==> src/rtl/usb_bulk_pkg.sv <==
// Shared constants and FSM encoding for the USB bulk endpoint buffers.
package usb_bulk_pkg;

   localparam int unsigned MAX_PKT_HS = 512;
   localparam int unsigned MAX_PKT_FS = 64;

   typedef enum logic [1:0] {
      ST_IDLE  = 2'd0,
      ST_RECV  = 2'd1,
      ST_DRAIN = 2'd2
   } state_t;

endpackage

==> src/rtl/usb_pkt_ram.sv <==
// Simple dual-port packet RAM: one write port, one registered read port with enable.
module usb_pkt_ram #(
   parameter int unsigned ADDR_WIDTH = 9
) (
   input  logic                  clk,
   input  logic                  we,
   input  logic [ADDR_WIDTH-1:0] waddr,
   input  logic [7:0]            wdata,
   input  logic                  re,
   input  logic [ADDR_WIDTH-1:0] raddr,
   output logic [7:0]            rdata
);

   logic [7:0] mem [2**ADDR_WIDTH];

   // rdata holds while re is low so it can act as a stall buffer.
   always_ff @(posedge clk) begin
      if (we) begin
         mem[waddr] <= wdata;
      end
      if (re) begin
         rdata <= mem[raddr];
      end
   end

endmodule

==> src/rtl/bulk_out_pkt_rx.sv <==
// Bulk OUT packet buffer: captures one OUT packet, commits it on a clean end of transaction,
// then replays it as an AXI-Stream byte stream.
module bulk_out_pkt_rx
   import usb_bulk_pkg::*;
#(
   parameter int unsigned MAX_PACKET_SIZE = MAX_PKT_HS,
   parameter int unsigned ADDR_WIDTH      = 9,
   parameter bit          SHORT_TLAST     = 1'b1
) (
   input  logic                  clk,
   input  logic                  rst,
   input  logic                  blk_out_xfer_i,
   output logic                  blk_xfer_out_ready_read_o,
   input  logic [7:0]            blk_xfer_out_data_i,
   input  logic                  blk_xfer_out_data_valid_i,
   input  logic                  usb_crc_error_i,
   output logic                  m_axis_tvalid_o,
   input  logic                  m_axis_tready_i,
   output logic [7:0]            m_axis_tdata_o,
   output logic                  m_axis_tlast_o,
   output logic [ADDR_WIDTH:0]   level_o,
   output logic                  overflow_o
);

   localparam int unsigned CW = ADDR_WIDTH + 1;
   localparam logic [CW-1:0] MaxCnt = CW'(MAX_PACKET_SIZE);
   localparam logic [CW-1:0] CntOne = {{ADDR_WIDTH{1'b0}}, 1'b1};

   state_t          state_q, state_d;
   logic            xfer_q;
   logic [CW-1:0]   wcnt_q, wcnt_d;
   logic [CW-1:0]   len_q, len_d;
   logic            short_q, short_d;
   logic            drop_q, drop_d;
   logic            ovf_q, ovf_d;
   logic [CW-1:0]   rd_idx_q, rd_idx_d;
   logic [CW-1:0]   acc_q, acc_d;
   logic            p_valid_q, p_valid_d;
   logic            p_last_q, p_last_d;
   logic            tvalid_q, tvalid_d;
   logic [7:0]      tdata_q, tdata_d;
   logic            tlast_q, tlast_d;
   logic [7:0]      rdata;

   logic            recv, drain;
   logic            xfer_rise, xfer_fall;
   logic            wr_en, ovf_byte, drop_now;
   logic [CW-1:0]   wcnt_inc;
   logic            accept, last_accept, out_load, rd_en;

   assign recv      = (state_q == ST_RECV);
   assign drain     = (state_q == ST_DRAIN);
   assign xfer_rise = blk_out_xfer_i & ~xfer_q;
   assign xfer_fall = ~blk_out_xfer_i & xfer_q;

   // Writes are capped at MaxCnt, so the RAM address never wraps.
   assign wr_en    = recv & blk_xfer_out_data_valid_i & (wcnt_q != MaxCnt);
   assign ovf_byte = recv & blk_xfer_out_data_valid_i & (wcnt_q == MaxCnt);
   assign wcnt_inc = wr_en ? wcnt_q + CntOne : wcnt_q;
   assign drop_now = drop_q | usb_crc_error_i | ovf_byte;

   assign accept      = tvalid_q & m_axis_tready_i;
   assign last_accept = accept & (acc_q == len_q - CntOne);
   assign out_load    = p_valid_q & (~tvalid_q | m_axis_tready_i);
   // Fetch when the RAM output stage is empty or being drained this cycle.
   assign rd_en       = drain & (rd_idx_q != len_q) & (~p_valid_q | out_load);

   usb_pkt_ram #(
      .ADDR_WIDTH(ADDR_WIDTH)
   ) u_ram (
      .clk  (clk),
      .we   (wr_en),
      .waddr(wcnt_q[ADDR_WIDTH-1:0]),
      .wdata(blk_xfer_out_data_i),
      .re   (rd_en),
      .raddr(rd_idx_q[ADDR_WIDTH-1:0]),
      .rdata(rdata)
   );

   always_ff @(posedge clk or posedge rst) begin
      if (rst) begin
         state_q <= ST_IDLE;
      end else begin
         state_q <= state_d;
      end
   end

   always_comb begin : next_state
      state_d = state_q;
      case (state_q)
         ST_IDLE:  if (xfer_rise) state_d = ST_RECV;
         ST_RECV: begin
            if (xfer_fall) begin
               state_d = (drop_now || wcnt_inc == '0) ? ST_IDLE : ST_DRAIN;
            end
         end
         ST_DRAIN: if (last_accept) state_d = ST_IDLE;
         default:  state_d = ST_IDLE;
      endcase
   end

   always_comb begin : outputs
      blk_xfer_out_ready_read_o = (state_q == ST_IDLE);
      level_o                   = drain ? len_q - acc_q : '0;
   end

   always_comb begin : datapath
      wcnt_d    = wcnt_q;
      len_d     = len_q;
      short_d   = short_q;
      drop_d    = drop_q;
      ovf_d     = ovf_q | ovf_byte;
      rd_idx_d  = rd_idx_q;
      acc_d     = acc_q;
      p_valid_d = p_valid_q;
      p_last_d  = p_last_q;
      tvalid_d  = tvalid_q;
      tdata_d   = tdata_q;
      tlast_d   = tlast_q;

      if (state_q == ST_IDLE && xfer_rise) begin
         wcnt_d = '0;
         drop_d = 1'b0;
      end

      // len/short track the running count; they are only consumed once DRAIN is entered.
      if (recv) begin
         wcnt_d    = wcnt_inc;
         drop_d    = drop_now;
         len_d     = wcnt_inc;
         short_d   = (wcnt_inc < MaxCnt);
         rd_idx_d  = '0;
         acc_d     = '0;
         p_valid_d = 1'b0;
      end

      if (drain) begin
         if (rd_en) begin
            rd_idx_d  = rd_idx_q + CntOne;
            p_valid_d = 1'b1;
            p_last_d  = (rd_idx_q == len_q - CntOne);
         end else if (out_load) begin
            p_valid_d = 1'b0;
         end

         if (out_load) begin
            tvalid_d = 1'b1;
            tdata_d  = rdata;
            tlast_d  = SHORT_TLAST & short_q & p_last_q;
         end else if (accept) begin
            tvalid_d = 1'b0;
            tlast_d  = 1'b0;
         end

         if (accept) begin
            acc_d = acc_q + CntOne;
         end

         if (last_accept) begin
            tvalid_d  = 1'b0;
            tlast_d   = 1'b0;
            p_valid_d = 1'b0;
         end
      end
   end

   always_ff @(posedge clk or posedge rst) begin
      if (rst) begin
         xfer_q    <= 1'b0;
         wcnt_q    <= '0;
         len_q     <= '0;
         short_q   <= 1'b0;
         drop_q    <= 1'b0;
         ovf_q     <= 1'b0;
         rd_idx_q  <= '0;
         acc_q     <= '0;
         p_valid_q <= 1'b0;
         p_last_q  <= 1'b0;
         tvalid_q  <= 1'b0;
         tdata_q   <= '0;
         tlast_q   <= 1'b0;
      end else begin
         xfer_q    <= blk_out_xfer_i;
         wcnt_q    <= wcnt_d;
         len_q     <= len_d;
         short_q   <= short_d;
         drop_q    <= drop_d;
         ovf_q     <= ovf_d;
         rd_idx_q  <= rd_idx_d;
         acc_q     <= acc_d;
         p_valid_q <= p_valid_d;
         p_last_q  <= p_last_d;
         tvalid_q  <= tvalid_d;
         tdata_q   <= tdata_d;
         tlast_q   <= tlast_d;
      end
   end

   assign m_axis_tvalid_o = tvalid_q;
   assign m_axis_tdata_o  = tdata_q;
   assign m_axis_tlast_o  = tlast_q;
   assign overflow_o      = ovf_q;

endmodule

==> config.mk <==
export PLATFORM = sky130hd
export DESIGN_NAME = bulk_out_pkt_rx
export DESIGN_NICKNAME = d
export VERILOG_FILES = /design/src/rtl/usb_bulk_pkg.sv /design/src/rtl/usb_pkt_ram.sv /design/src/rtl/bulk_out_pkt_rx.sv
export SDC_FILE = /design/constraint.sdc
export NUM_CORES = 2
export LEC_CHECK = 0
export CORE_MARGIN = 2
export CORE_UTILIZATION = 45
export CTS_BUF_LIST = sky130_fd_sc_hd__clkbuf_8
export DETAILED_ROUTE_END_ITERATION = 8
export PLACE_DENSITY = 0.62
export SLEW_MARGIN = 40
export SYNTH_ARGS = -nofsm -noshare
export SYNTH_HDL_FRONTEND = slang
export SYNTH_SLANG_ARGS = --single-unit
==> constraint.sdc <==
create_clock -name clk -period 2.8 [get_ports clk]
set_input_delay 0.84 -clock clk [delete_from_list [all_inputs] [get_ports clk]]
set_output_delay 0.84 -clock clk [all_outputs]
set_load 0.01 [all_outputs]
==> report_table.html <==
<table>
<tr><th>Metric</th><th>Value</th></tr>
<tr><th colspan="2">Status</th></tr>
<tr><td>Run status</td><td>finished, violations left</td></tr>
<tr><td>Failing checks</td><td>setup timing</td></tr>
<tr><th colspan="2">Min path</th></tr>
<tr><td>Number of instances on the worst hold path</td><td>1</td></tr>
<tr><td>Type of the most critical hold path</td><td>primary input to flop</td></tr>
<tr><td>Source of the worst hold timing path</td><td>blk_xfer_out_data_i[6]</td></tr>
<tr><td>Hold Path Sink</td><td>u_ram.mem[225][6]$_DFFE_PP_</td></tr>
<tr><th colspan="2">Global route</th></tr>
<tr><td>Overall routing resource usage</td><td>0.261</td></tr>
<tr><td>Global-route wire length before repair</td><td>678000 um</td></tr>
<tr><td>Final global-route overflow total</td><td>0</td></tr>
<tr><td>Via count of the first global-routing pass</td><td>90410</td></tr>
<tr><td>Pin count of the biggest net entering global routing</td><td>approximately 130</td></tr>
<tr><td>Number of antenna violations at the first check in global routing</td><td>23</td></tr>
<tr><th colspan="2">Timing</th></tr>
<tr><td>Setup violations, final</td><td>20</td></tr>
<tr><td>Worst clock skew</td><td>around 0.10 ns</td></tr>
<tr><td>Max Clk Rate</td><td>0.233 GHz</td></tr>
<tr><td>Count of final hold-check violations</td><td>0</td></tr>
<tr><td>Pin slew with the least headroom to its limit</td><td>0.987 ns</td></tr>
<tr><td>Fin crit period</td><td>4.29 ns</td></tr>
<tr><td>Relative max-transition margin</td><td>0.342</td></tr>
<tr><td>Final worst-path setup slack</td><td>-1.49 ns</td></tr>
<tr><td>Period utilisation layout</td><td>1.53</td></tr>
<tr><td>Final count of pins violating max slew</td><td>0</td></tr>
<tr><td>RSZ-0062 raised after global routing</td><td>true</td></tr>
<tr><th colspan="2">Power and ir drop</th></tr>
<tr><td>Power per Cell Area</td><td>927 mW/mm^2</td></tr>
<tr><td>Internal power component</td><td>123 mW</td></tr>
<tr><td>Clk pwr share</td><td>0.254</td></tr>
<tr><td>Total power consumption of the routed design</td><td>between 150 and 200 mW</td></tr>
<tr><td>Share of total power consumed by net switching</td><td>0.331</td></tr>
<tr><td>Pleak</td><td>66.7 nW</td></tr>
<tr><td>Max IR drop VDD</td><td>0.737 mV</td></tr>
<tr><td>Net switching power figure</td><td>60.6 mW</td></tr>
<tr><td>Share of total power in sequential cells</td><td>0.377</td></tr>
<tr><td>Relative contribution of combinational cells to total power</td><td>0.369</td></tr>
<tr><th colspan="2">Detailed routing</th></tr>
<tr><td>Detailed-routing iteration count for the pre-antenna-repair pass</td><td>8</td></tr>
<tr><td>Average detailed-routed wire length per instance</td><td>31.9 um</td></tr>
<tr><td>Number of design-rule violations left by the first detailed-router iteration</td><td>12433</td></tr>
<tr><td>Vias after detailed routing</td><td>90457</td></tr>
<tr><td>Post-detailed-routing wire length</td><td>about 480000 um</td></tr>
<tr><td>Post-route antenna net violation count</td><td>0</td></tr>
<tr><td>Remaining design rule violation count</td><td>0</td></tr>
<tr><td>Vias per std cell</td><td>5.99</td></tr>
<tr><th colspan="2">Logic synthesis</th></tr>
<tr><td>Number of warnings printed during yosys synthesis</td><td>0</td></tr>
<tr><td>Per-instance average area after synthesis</td><td>21.0 sq um</td></tr>
<tr><td>Async set or reset register ratio after synthesis</td><td>0.0139</td></tr>
<tr><td>Compound-gate portion of the synthesized area</td><td>0.0328</td></tr>
<tr><td>Simple-gate area share of the yosys netlist</td><td>0.0268</td></tr>
<tr><td>Count of flip-flops with a built-in enable after synthesis</td><td>4104</td></tr>
<tr><td>Multiplexer share of the synthesized area</td><td>0.150</td></tr>
<tr><td>Largest family of logic cells by synthesized area</td><td>multiplexers</td></tr>
<tr><td>Adder-Cell Fraction of Synth Area</td><td>0.00136</td></tr>
<tr><td>Syn Std Cell Area</td><td>0.162 sq mm</td></tr>
<tr><td>Synth Net Count</td><td>7777</td></tr>
<tr><td>Post-Synth XOR/XNOR Area</td><td>0.00277</td></tr>
<tr><td>Post-synthesis sequential area ratio</td><td>0.768</td></tr>
<tr><td>Number of storage elements in the synthesis netlist</td><td>4162</td></tr>
<tr><td>Main flop type after synthesis</td><td>sky130_fd_sc_hd__edfxtp_1</td></tr>
<tr><td>Library cells used by synthesis</td><td>84</td></tr>
<tr><td>Cells after synthesis</td><td>7746</td></tr>
<tr><th colspan="2">Final layout</th></tr>
<tr><td>Most frequent cells in the layout</td><td>sky130_fd_sc_hd__edfxtp_1 (4104), sky130_fd_sc_hd__buf_4 (1510), sky130_fd_sc_hd__mux4_2 (966), sky130_fd_sc_hd__clkbuf_8 (664), sky130_fd_sc_hd__nor2_1 (564)</td></tr>
<tr><td>Area added between synthesis and finish</td><td>21.8%</td></tr>
<tr><td>Nets@finish</td><td>slightly below 10000</td></tr>
<tr><td>Fraction of layout instances using a drive strength above 1</td><td>0.389</td></tr>
<tr><td>Post-route cell area</td><td>between 0.15 and 0.2 sq mm</td></tr>
<tr><td>Util after Layout</td><td>0.551</td></tr>
<tr><td>Most frequent standard cell in the layout excluding fill and tap cells</td><td>sky130_fd_sc_hd__edfxtp_1</td></tr>
<tr><th colspan="2">Worst setup path</th></tr>
<tr><td>Crit Path Category</td><td>flop to output pin</td></tr>
<tr><td>End of the worst register-to-register path</td><td>u_ram.rdata[6]$_DFFE_PP_</td></tr>
<tr><td>Crit-path max FO</td><td>2</td></tr>
<tr><td>Critical Path RT</td><td>1.96 ns</td></tr>
<tr><td>Reg2reg setup slack</td><td>-0.89 ns</td></tr>
<tr><td>Origin of the critical flop-to-flop path</td><td>rd_idx_q[0]$_DFF_PP0_</td></tr>
<tr><td>Setup crit end kind</td><td>output pin</td></tr>
<tr><td>Worst Reg2Reg Path Length in Cells</td><td>12</td></tr>
<tr><td>Nature of the critical path startpoint</td><td>flop</td></tr>
<tr><td>Arrival time at the worst endpoint</td><td>approximately 3.5 ns</td></tr>
<tr><th colspan="2">Clocking</th></tr>
<tr><td>H-tree levels</td><td>6</td></tr>
<tr><td>Clock transition at the register clock pins on the worst setup and hold paths after CTS</td><td>0.06 ns</td></tr>
<tr><td>Root buffer cell</td><td>sky130_fd_sc_hd__clkbuf_8</td></tr>
<tr><td>Clock sink count</td><td>4162</td></tr>
<tr><td>Clock buffers created by TritonCTS</td><td>roughly 660</td></tr>
<tr><td>Clock tree from TritonCTS</td><td>built</td></tr>
<tr><td>Clock latency on the worst-skew pair</td><td>between 1 and 1.5 ns</td></tr>
<tr><td>Longest Clk Path Bufs</td><td>4</td></tr>
<tr><th colspan="2">Placement</th></tr>
<tr><td>Cell area reported after detailed placement</td><td>0.182 sq mm</td></tr>
<tr><td>IO buf count</td><td>35</td></tr>
<tr><td>Pre-CTS setup slack</td><td>-1.48 ns</td></tr>
<tr><td>Total half-perimeter wirelength after legalization and detailed placement</td><td>313000 um</td></tr>
<tr><td>Weighted congestion reported at the end of routability-driven placement</td><td>0.890</td></tr>
<tr><th colspan="2">Flow run</th></tr>
<tr><td>Number of maximum-capacitance constraint violations</td><td>0</td></tr>
<tr><th colspan="2">Floorplanning</th></tr>
<tr><td>Count of standard-cell rows</td><td>220</td></tr>
<tr><td>Die Outline Area</td><td>0.366 sq mm</td></tr>
<tr><td>Overall die width</td><td>605 um</td></tr>
<tr><td>Number of top-level pins</td><td>36</td></tr>
<tr><td>Core box area</td><td>roughly 0.36 sq mm</td></tr>
<tr><td>Initial core utilization</td><td>0.452</td></tr>
<tr><td>Die span in y</td><td>605 um</td></tr>
</table>
==> final cells by class <==
class | instances | area [sq um]
clock inverter | 477 | 2370
sequential | 4162 | 125000
clock buffer | 664 | 9140
multi-input combinational | 3060 | 36800
fill | 27079 | 161000
inverter | 30 | 121
antenna | 12 | 30.0
timing repair buffer | 1918 | 18700
tap | 4773 | 5970
==> routing by layer <==
layer,wire (um),vias to the layer above,part of all wire,global-route usage
met4,17300,4,0.036,0.0878
met3,49900,804,0.10,0.0520
li1,-,36615,-,-
met5,22,-,0.000046,0
met1,187000,47722,0.39,0.367
met2,227000,5312,0.47,0.411
==> cells by family after synthesis <==
kind of cell	after synthesis
multiplexers	1229
buffers and inverters	524
XOR/XNOR	49
AO/OA/AOI/OAI	737
flip-flops	4162
adder cells (fa/ha/maj)	17
AND/OR/NAND/NOR	1028
==> power by group through the flow <==
stage | sequential [mW] | combinational [mW] | clock (mW)
2_1_floorplan | 70.2 | 31.3 | 0
3_3_place_gp | 70.4 | 58.3 | 0
3_5_place_dp | 70.4 | 58.7 | 0
4_1_cts | 69.1 | 64.4 | 47.1
5_1_grt | 69.1 | 69.6 | 49.8
6_report | 69.2 | 67.7 | 46.5
==> flip-flops by register name (all words and copies together) (netlist names), 2 cells and up <==
| register | cells |
|---|---|
| u_ram.mem | 4096 |
| wcnt_q | 10 |
| m_axis_tdata_o | 8 |
| acc_q | 10 |
| len_q | 10 |
| u_ram.rdata | 8 |
| state_q | 2 |
| rd_idx_q | 10 |
==> through the flow <==
stage	setup TNS, ns	cells	hold slack, ns
after detailed placement	-1122.12	13753	0.471
after CTS	-16.93	15017	0.0214
final	-16.13	15096	0.123
after floorplan	-0.148	7746	0.446
after global routing	-17.62	15089	0.0511
after global placement	-1267.13	13749	0.459
==> synth_stat cells, types with 43 or more instances <==
master	number	area (sq um)
sky130_fd_sc_hd__a221oi_1	88	771
sky130_fd_sc_hd__o21ai_0	71	355
sky130_fd_sc_hd__buf_2	100	500
sky130_fd_sc_hd__a22oi_1	132	991
sky130_fd_sc_hd__dfrtp_1	58	1450
sky130_fd_sc_hd__edfxtp_1	4104	123000
sky130_fd_sc_hd__a211oi_1	43	323
sky130_fd_sc_hd__clkbuf_1	228	856
sky130_fd_sc_hd__a21oi_1	111	556
sky130_fd_sc_hd__nand2_1	233	875
sky130_fd_sc_hd__buf_6	63	709
sky130_fd_sc_hd__mux4_2	966	21800
sky130_fd_sc_hd__mux2i_1	234	2340
sky130_fd_sc_hd__a22o_1	55	482
sky130_fd_sc_hd__buf_4	44	330
sky130_fd_sc_hd__o22ai_1	85	532
sky130_fd_sc_hd__nor3_1	43	215
sky130_fd_sc_hd__nor2_1	586	2200
==> worst max-delay path by stage <==
| stage | startpoint | to | slack (ns) |
|---|---|---|---|
| floorplan | len_q[0]$_DFFE_PP0N_ | level_o[8] | -0.15 |
| global placement | rd_idx_q[1]$_DFF_PP0_ | u_ram.rdata[3]$_DFFE_PP_ | -2.46 |
| detailed placement | rd_idx_q[0]$_DFF_PP0_ | u_ram.rdata[0]$_DFFE_PP_ | -1.48 |
| CTS | len_q[0]$_DFFE_PP0N_ | level_o[8] | -1.52 |
| global route | len_q[0]$_DFFE_PP0N_ | level_o[8] | -1.64 |
| finish | len_q[0]$_DFFE_PP0N_ | level_o[2] | -1.49 |
==> timing repair <==
item                                    CTS  global route
endpoints found under the hold margin    72             0
hold buffers                              4             0
endpoints found under the setup margin   35           162
setup buffers                           116            76
resized for setup                       461           223
pin swaps                                71            94
gates cloned                             15             3
==> worst max-delay path: stages (launching register included) <==
cell and delay [ns]:
sky130_fd_sc_hd__dfrtp_1 0.38, sky130_fd_sc_hd__inv_2 0.11, sky130_fd_sc_hd__ha_4 0.15, sky130_fd_sc_hd__inv_2 0.03, sky130_fd_sc_hd__fa_2 0.33, sky130_fd_sc_hd__buf_4 0.15, sky130_fd_sc_hd__buf_6 0.11, sky130_fd_sc_hd__buf_6 0.10
sky130_fd_sc_hd__buf_6 0.10, sky130_fd_sc_hd__buf_6 0.10, sky130_fd_sc_hd__buf_6 0.10, sky130_fd_sc_hd__buf_6 0.10, sky130_fd_sc_hd__buf_4 0.13, sky130_fd_sc_hd__xnor2_2 0.12, sky130_fd_sc_hd__nor2_1 0.10, sky130_fd_sc_hd__buf_2 0.13
No activity file was read; power rests on OpenSTA's default activity.
